--- config.mk ---
export PLATFORM = sky130hd
export DESIGN_NAME = jtmx5k_sdram_sched
export DESIGN_NICKNAME = d
export VERILOG_FILES = /design/src/rtl/jtmx5k_sdram_sched.sv
export SDC_FILE = /design/constraint.sdc
export NUM_CORES = 1
export LEC_CHECK = 0
export ABC_AREA = 1
export CAP_MARGIN = 20
export CORE_AREA = 2 2 175 177
export DETAILED_ROUTE_END_ITERATION = 8
export DIE_AREA = 0 0 177 179
export GPL_TIMING_DRIVEN = 0
export SYNTH_ARGS = -nofsm -noshare
export SYNTH_HDL_FRONTEND = slang
export SYNTH_SLANG_ARGS = --single-unit
export TNS_END_PERCENT = 5
--- constraint.sdc ---
create_clock -name clk -period 4.8 [get_ports clk]
set_input_delay 0.72 -clock clk [delete_from_list [all_inputs] [get_ports clk]]
set_output_delay 0.72 -clock clk [all_outputs]
set_load 0.01 [all_outputs]
--- src/rtl/jtmx5k_sdram_sched.sv ---
// -----------------------------------------------------------------------------
// jtmx5k_sdram_sched
//   Round-robin scheduler that shares one SDRAM read port among four ROM
//   clients of the MX5000 core: GFX1 (slot 0), ADPCM A (slot 1), ADPCM B
//   (slot 2) and the sound CPU (slot 3). Each slot keeps a one-word cache
//   (tag + data), so a repeated read of the same address is answered without
//   SDRAM traffic.
//
// Ports
//   clk, rst_n        SDRAM clock (rising edge), asynchronous active-low reset
//   downloading       ROM download in progress: flushes caches, holds off requests
//   slotN_cs          client read request (level), N = 0..3
//   slotN_addr        client word address, SLOT_AW bits
//   slotN_ok          slotN_dout is valid for the current slotN_addr
//   slotN_dout        cached 16-bit word for slot N
//   sdram_req         read request to the SDRAM controller
//   sdram_addr        22-bit word address = SLOTn_OFFSET + zero-extended address
//   sdram_ack         controller accepted the request
//   data_dst          data phase starting (monitored only)
//   data_rdy          data_read valid, single-cycle pulse
//   data_read         SDRAM read word
// -----------------------------------------------------------------------------
module jtmx5k_sdram_sched #(
    parameter int          SLOT_AW      = 18,
    parameter logic [21:0] SLOT0_OFFSET = 22'h0,
    parameter logic [21:0] SLOT1_OFFSET = 22'h0,
    parameter logic [21:0] SLOT2_OFFSET = 22'h0,
    parameter logic [21:0] SLOT3_OFFSET = 22'h0
) (
    input  logic               clk,
    input  logic               rst_n,
    input  logic               downloading,
    input  logic               slot0_cs,
    input  logic [SLOT_AW-1:0] slot0_addr,
    output logic               slot0_ok,
    output logic [15:0]        slot0_dout,
    input  logic               slot1_cs,
    input  logic [SLOT_AW-1:0] slot1_addr,
    output logic               slot1_ok,
    output logic [15:0]        slot1_dout,
    input  logic               slot2_cs,
    input  logic [SLOT_AW-1:0] slot2_addr,
    output logic               slot2_ok,
    output logic [15:0]        slot2_dout,
    input  logic               slot3_cs,
    input  logic [SLOT_AW-1:0] slot3_addr,
    output logic               slot3_ok,
    output logic [15:0]        slot3_dout,
    output logic               sdram_req,
    output logic [21:0]        sdram_addr,
    input  logic               sdram_ack,
    input  logic               data_dst,
    input  logic               data_rdy,
    input  logic [15:0]        data_read
);

    typedef enum logic [1:0] {IDLE, REQ, WAIT} state_t;

    state_t             state, state_nx;
    logic [3:0]         cs, hit, pending, valid;
    logic [SLOT_AW-1:0] addr [4];
    logic [SLOT_AW-1:0] tag  [4];
    logic [15:0]        data [4];
    logic [1:0]         rr, gnt, cand, pick;
    logic               pick_any;
    logic [21:0]        pick_offset, pick_sdram;
    logic [SLOT_AW-1:0] lat_addr;

    // data_dst carries no information this scheduler needs; data_rdy alone
    // closes the transaction.
    logic unused_dst;
    assign unused_dst = data_dst;

    assign cs      = {slot3_cs, slot2_cs, slot1_cs, slot0_cs};
    assign addr[0] = slot0_addr;
    assign addr[1] = slot1_addr;
    assign addr[2] = slot2_addr;
    assign addr[3] = slot3_addr;

    // Hit is combinational from the registered cache so a client sees ok in
    // the same cycle it presents an address already held in its slot.
    always_comb begin
        // NOTE: every signal assigned in a combinational block gets a default first, otherwise a latch is inferred.
        hit = '0;
        for (int i = 0; i < 4; i++)
            hit[i] = cs[i] & valid[i] & (tag[i] == addr[i]);
        pending = cs & ~hit;
    end

    // Scan rr+1, rr+2, rr+3, rr: the slot served last has the lowest priority.
    always_comb begin
        pick_any = 1'b0;
        pick     = rr;
        cand     = rr;
        for (int k = 1; k <= 4; k++) begin
            cand = rr + 2'(k);
            if (!pick_any && pending[cand]) begin
                pick_any = 1'b1;
                pick     = cand;
            end
        end
    end

    always_comb begin
        pick_offset = SLOT0_OFFSET;
        case (pick)
            2'd0:    pick_offset = SLOT0_OFFSET;
            2'd1:    pick_offset = SLOT1_OFFSET;
            2'd2:    pick_offset = SLOT2_OFFSET;
            default: pick_offset = SLOT3_OFFSET;
        endcase
        // 22-bit modulo sum; carries out of bit 21 are dropped.
        pick_sdram = pick_offset + 22'(addr[pick]);
    end

    // State register
    always_ff @(posedge clk or negedge rst_n) begin
        // NOTE: sequential state uses non-blocking assignments so every register samples pre-edge values.
        if (!rst_n) state <= IDLE;
        else        state <= state_nx;
    end

    // Next-state logic; downloading forces IDLE every cycle it is high.
    always_comb begin
        state_nx = state;
        if (downloading) begin
            state_nx = IDLE;
        end else begin
            case (state)
                IDLE:    if (pick_any)  state_nx = REQ;
                REQ:     if (sdram_ack) state_nx = WAIT;
                WAIT:    if (data_rdy)  state_nx = IDLE;
                default:                state_nx = IDLE;
            endcase
        end
    end

    // Grant latch, request address, round-robin pointer and the slot caches.
    always_ff @(posedge clk or negedge rst_n) begin
        if (!rst_n) begin
            gnt        <= 2'd0;
            lat_addr   <= '0;
            sdram_addr <= 22'd0;
            rr         <= 2'd3;
            valid      <= '0;
            // NOTE: the four-entry cache is plain flops, so it is reset to give a defined dout after reset.
            for (int i = 0; i < 4; i++) begin
                tag[i]  <= '0;
                data[i] <= 16'd0;
            end
        end else if (downloading) begin
            valid <= '0;
        end else begin
            if (state == IDLE && pick_any) begin
                gnt        <= pick;
                lat_addr   <= addr[pick];
                sdram_addr <= pick_sdram;
            end
            // The word is tagged with the address latched at grant time, even
            // if the client has since moved on; a mismatch simply re-misses.
            if (state == WAIT && data_rdy) begin
                data[gnt]  <= data_read;
                tag[gnt]   <= lat_addr;
                valid[gnt] <= 1'b1;
                rr         <= gnt;
            end
        end
    end

    // Outputs
    always_comb begin
        sdram_req  = (state == REQ);
        slot0_ok   = hit[0];
        slot1_ok   = hit[1];
        slot2_ok   = hit[2];
        slot3_ok   = hit[3];
        slot0_dout = data[0];
        slot1_dout = data[1];
        slot2_dout = data[2];
        slot3_dout = data[3];
    end

endmodule

## After elaboration in Yosys (flattened, before gate mapping)

Cells that the tools add are included.

| storage, ports and cells | value |
|---|---|
| logic and storage cells | 97 |
| input port bits | 98 |
| bits in registers | 164 |

| cells by class | value |
|---|---|
| equal/unequal tests | 9 |
| reductions and logical operators | 15 |
| magnitude comparators | 9 |
| bitwise operators | 14 |
| mux-type cells | 34 |
| $add $sub $neg | 3 |

Operators by type and width:

| kind | count |
|---|---|
| $bwmux W72 | 1 |
| $eq A18 B18 Y1 | 4 |
| $bwmux W64 | 1 |
| $mux W18 | 3 |
| $bmux W18 S2 | 1 |
| $demux W18 S2 | 1 |
| $demux W16 S2 | 1 |
| $mux W16 | 1 |
| $mux W2 | 8 |
| $lt A2 B3 Y1 const B | 5 |
| $mux W1 | 9 |
| $and A1 B1 Y1 | 8 |
| $bmux W1 S2 | 4 |
| $mux W4 | 2 |
| $logic_and A1 B1 Y1 | 7 |
| $ge A3 B3 Y1 const B | 2 |
| $ne A3 B3 Y1 const B | 2 |
| $not A2 Y3 | 2 |
| $pmux W2 S3 | 1 |
| $add A2 B2 Y2 const B | 2 |
| $and A4 B4 Y4 | 1 |
| $not A4 Y4 | 1 |
| $or A4 B4 Y4 | 1 |
| $reduce_and A2 Y1 | 2 |
| other kinds (12) | 14 |

## Logic depth before layout (Yosys ltp)

| depth | value |
|---|---|
| depth after elaboration | 20 |
| depth in mapped cells | 21 |
| mapped depth without buffers | 20 |

## Worst setup path before layout

Ideal clock, no wire load.

| timing path | value |
|---|---|
| path type | input port to output port |
| from | input port slot2_addr[13] |
| to | output port slot2_ok |
| data arrival time | 1.762 ns |
| path slack | 2.318 ns |
| cell stages on the path | 5 |
| cells stage by stage | inv_1 -> a2111o_1 -> nor4_1 -> nand4_1 -> nor4_1 |

| between the ends | value |
|---|---|
| longest elaborated chain between the ends | 2 |

RTL lines:

| element | RTL line | RTL |
|---|---|---|
| start: declaration | 42 | `input logic [SLOT_AW-1:0] slot2_addr,` |
| $eq A18 B18 Y1 | 86 | `hit[i] = cs[i] & valid[i] & (tag[i] == addr[i]);` |
| $and A1 B1 Y1 | 86 |  |
| end: declaration | 43 | `output logic slot2_ok,` |

No other way between the ends.

## Final worst setup path

| timing path | value |
|---|---|
| from | input port slot0_cs |
| to | output port slot0_ok |

| between the ends | value |
|---|---|
| longest elaborated chain between the ends | 2 |

RTL lines:

| element | RTL line | RTL |
|---|---|---|
| start: declaration | 33 | `input logic slot0_cs,` |
| $and A1 B1 Y1 (2 in a row) | 86 |  |
| end: declaration | 35 | `output logic slot0_ok,` |

No other way between the ends.

==> impl_metrics.csv <==
group,metric,value,unit
timing,slew_viol_final,0,
logic_synthesis,syn_inst,1249,
routing,routed_wl,32700,um
grt,grt_pass1_wl,49700,um
cells_and_area,antennaDiodeCount,0,
cts,cts_max_level,4,
timing,clock_skew,14.9,ps
cells_and_area,syn2layout_area_growth,33.2,%
timing,setup_ws,1030,ps
grt,grt_use_total,21.1,%
logic_synthesis,ys_warn_count,0,
timing,setup_viol,0,
power_and_ir_drop,cellLeakagePower,5.72,nW
routing,drc_errors,0,
cells_and_area,layout.nets,1553,
cts,clk_path_buf_depth,2,
place,io_buffers,183,
timing,worst_pin_slew,640,ps
grt,grt.overflow.total,0,
logic_synthesis,yosysTopAreaCellShare,45.9,%
cts,clock_latency,440,ps
routing,dr.pass1.iters,5,
grt,antenna_found_initial,0,
logic_synthesis,syn_area,0.00884,sq mm
floorplan,rows,64,
logic_synthesis,ys_top_cells_by_area,"dfrtp_1 46%, nand2_1 20%, o21ai_0 8.3%",
logic_synthesis,ys_seq_elements,164,
logic_synthesis,seq_area_frac_synth,46.5,%
power_and_ir_drop,p_clk_share,18.5,%
power_and_ir_drop,p_seq_share,31.0,%
routing,viasPerCell,4.72,
worst_setup_path,start_kind,"primary input",
power_and_ir_drop,power,7.30,mW
place,pre_cts_slack,1030,ps
cells_and_area,final_cell_mix,"477 x nand2_1, 182 x clkdlybuf4s50_1, 176 x inv_1",
power_and_ir_drop,p_int,4.04,mW
routing,drtIter0Drc,690,
place,gp_congestion,0.915,
floorplan,die_area,0.0317,sq mm
worst_setup_path,crit_required,4080,ps
floorplan,core,0.0300,sq mm
cts,root_buffer,"clkbuf_16",
power_and_ir_drop,power_frac_comb,50.5,%
timing,slew_headroom,57.4,%
worst_setup_path,critPathArrivalTime,3050,ps
cts,cts_tree,"built",
timing,timing.final.crit_share,78.6,%
logic_synthesis,syn_avg_cell_area,7.08,sq um
worst_setup_path,rr_endpoint,"sdram_addr[13]",
logic_synthesis,yosysUniqueCellTypes,35,
cts,clk_pin_slew,70,ps
worst_setup_path,reg2reg_from,"tag[13]",
timing,hold_viol_final,0,
power_and_ir_drop,p_switching,3.27,mW
cts,cts.repair.resized,0,
routing,postRouteAntennaNets,0,
cts,cts.repair_timing.setup_buffer_count,0,
routing,wl_per_cell,17.6,um
cells_and_area,drive_gt1_share,5.79,%
job,drv_cap,0,
floorplan,chipHeight,179,um
worst_setup_path,crit_type,"in2out",
routing,vias,8795,
cells_and_area,mostFrequentLayoutCell,"nand2_1",
power_and_ir_drop,switching_share,44.7,%
worst_setup_path,r2r_slack,2170,ps
cts,postCtsHoldBufs,0,
floorplan,pin_count,189,
grt,grt_max_degree,120,
floorplan,die_w,177,um
floorplan,start_util,29.4,%
power_and_ir_drop,ir_worst_vdd,0.260,mV
timing,rsz0062_at_grt,"false",
grt,first_global_vias,8539,
cts,cts_buffers,17,
run_status,status,"complete, no violations",
timing,fmax,265,MHz
power_and_ir_drop,power_density,620,mW/mm^2
cts,cts.sinks,164,
worst_setup_path,critPathCaptureType,"output port",
timing,min_period,3770,ps
place,hpwlAfterDp,25600,um
logic_synthesis,synth_area_leader_cell,"dfrtp_1",
hold_path,hp-class,"in2async",
worst_setup_path,crit_path_max_fanout,4,
worst_setup_path,worstRegToRegCells,19,
## Yosys cell counts, drive strengths merged
master   number
dfrtp       162
nand4        19
a31oi         1
o2111ai       3
o211ai        2
nor4          6
xor2          1
buf          18
or2           7
clkbuf       28
o31ai         1
nor2         88
a21oi         3
inv         180
o21ai       148
conb          1
a2111oi       3
a2111o        4
xnor2         4
nor3          4
nand3        75
dfstp         2
nand2       487
nor4b         2
## cell families (layout without fill, tap and decap cells)
logic type / Yosys count / in the layout / share of synthesized area [%]
and+or+nand+nor: 688 / 688 / 32.5
DFF: 164 / 164 / 46.5
other: 1 / 4 / 0.0424
AOI/OAI and AO/OA: 165 / 165 / 9.98
xor gates and xnor gates: 5 / 5 / 0.495
buffers and inverters: 226 / 441 / 10.6
## area by class of cell
cell class / instances / area, sq um
buffer: 46 / 258
clock buffer: 17 / 425
clock inverter: 14 / 140
fill: 3156 / 18300
inverter: 180 / 676
multi-input combinational: 862 / 3810
sequential: 164 / 4110
tap: 396 / 495
timing repair buffer: 184 / 1860
## stage by stage
| stage | instances | instance area (sq um) | utilization, % | hold slack [ps] | setup TNS, ps |
|---|---|---|---|---|---|
| after floorplan | 1252 | 8850 | - | 424 | 0 |
| after global placement | 1831 | 11200 | 37.2 | 466 | -633090 |
| after detailed placement | 1832 | 11200 | 37.3 | 472 | 0 |
| after CTS | 1863 | 11800 | 39.2 | 177 | 0 |
| after global routing | 1863 | 11800 | 39.2 | 184 | 0 |
| final | 1863 | 11800 | 39.2 | 168 | 0 |
## power groups by stage
stage | Clock [mW] | Combinational, mW | Sequential (mW)
2_1_floorplan | 0 | 2.09 | 2.28
3_3_place_gp | 0 | 3.62 | 2.27
3_5_place_dp | 0 | 3.67 | 2.27
4_1_cts | 1.38 | 3.69 | 2.26
5_1_grt | 1.44 | 4.10 | 2.33
6_report | 1.35 | 3.68 | 2.27
## registers in the layout, indices dropped and copies added (netlist names)
name and flops:
rr 2, slot1_dout 16, sdram_addr 18, slot3_dout 16, slot0_dout 16, slot2_dout 16
gnt 2, valid 4, state 2, tag 72
## worst max-delay path by stage
stage / slack (ps) / depth (start not counted) / endpoint / start
after floorplan: 2320 / 5 / slot2_ok / slot2_addr[13]
after global placement: -3910 / 1 / tag[28] / rst_n
after detailed placement: 1030 / 6 / slot0_ok / slot0_cs
after CTS: 1020 / 6 / slot0_ok / slot0_cs
after global routing: 910 / 6 / slot0_ok / slot0_cs
final: 1030 / 6 / slot0_ok / slot0_cs
## layer usage
| metal | GRT usage [%] | vias to the layer above | wire length, um |
|---|---|---|---|
| met4 | 6.23 | 0 | 767 |
| met5 | 0 | - | 0 |
| met3 | 5.51 | 34 | 2620 |
| met2 | 33.6 | 320 | 15000 |
| li1 | - | 4285 | - |
| met1 | 28.1 | 4156 | 14400 |
## worst max-delay path, stage by stage
cell and delay [ps]:
clkdlybuf4s50_1 630, nand2_1 140, a2111oi_0 500, nand4_1 150, nor4_1 300, clkdlybuf4s50_1 610
(Power assumes the default switching activity.)
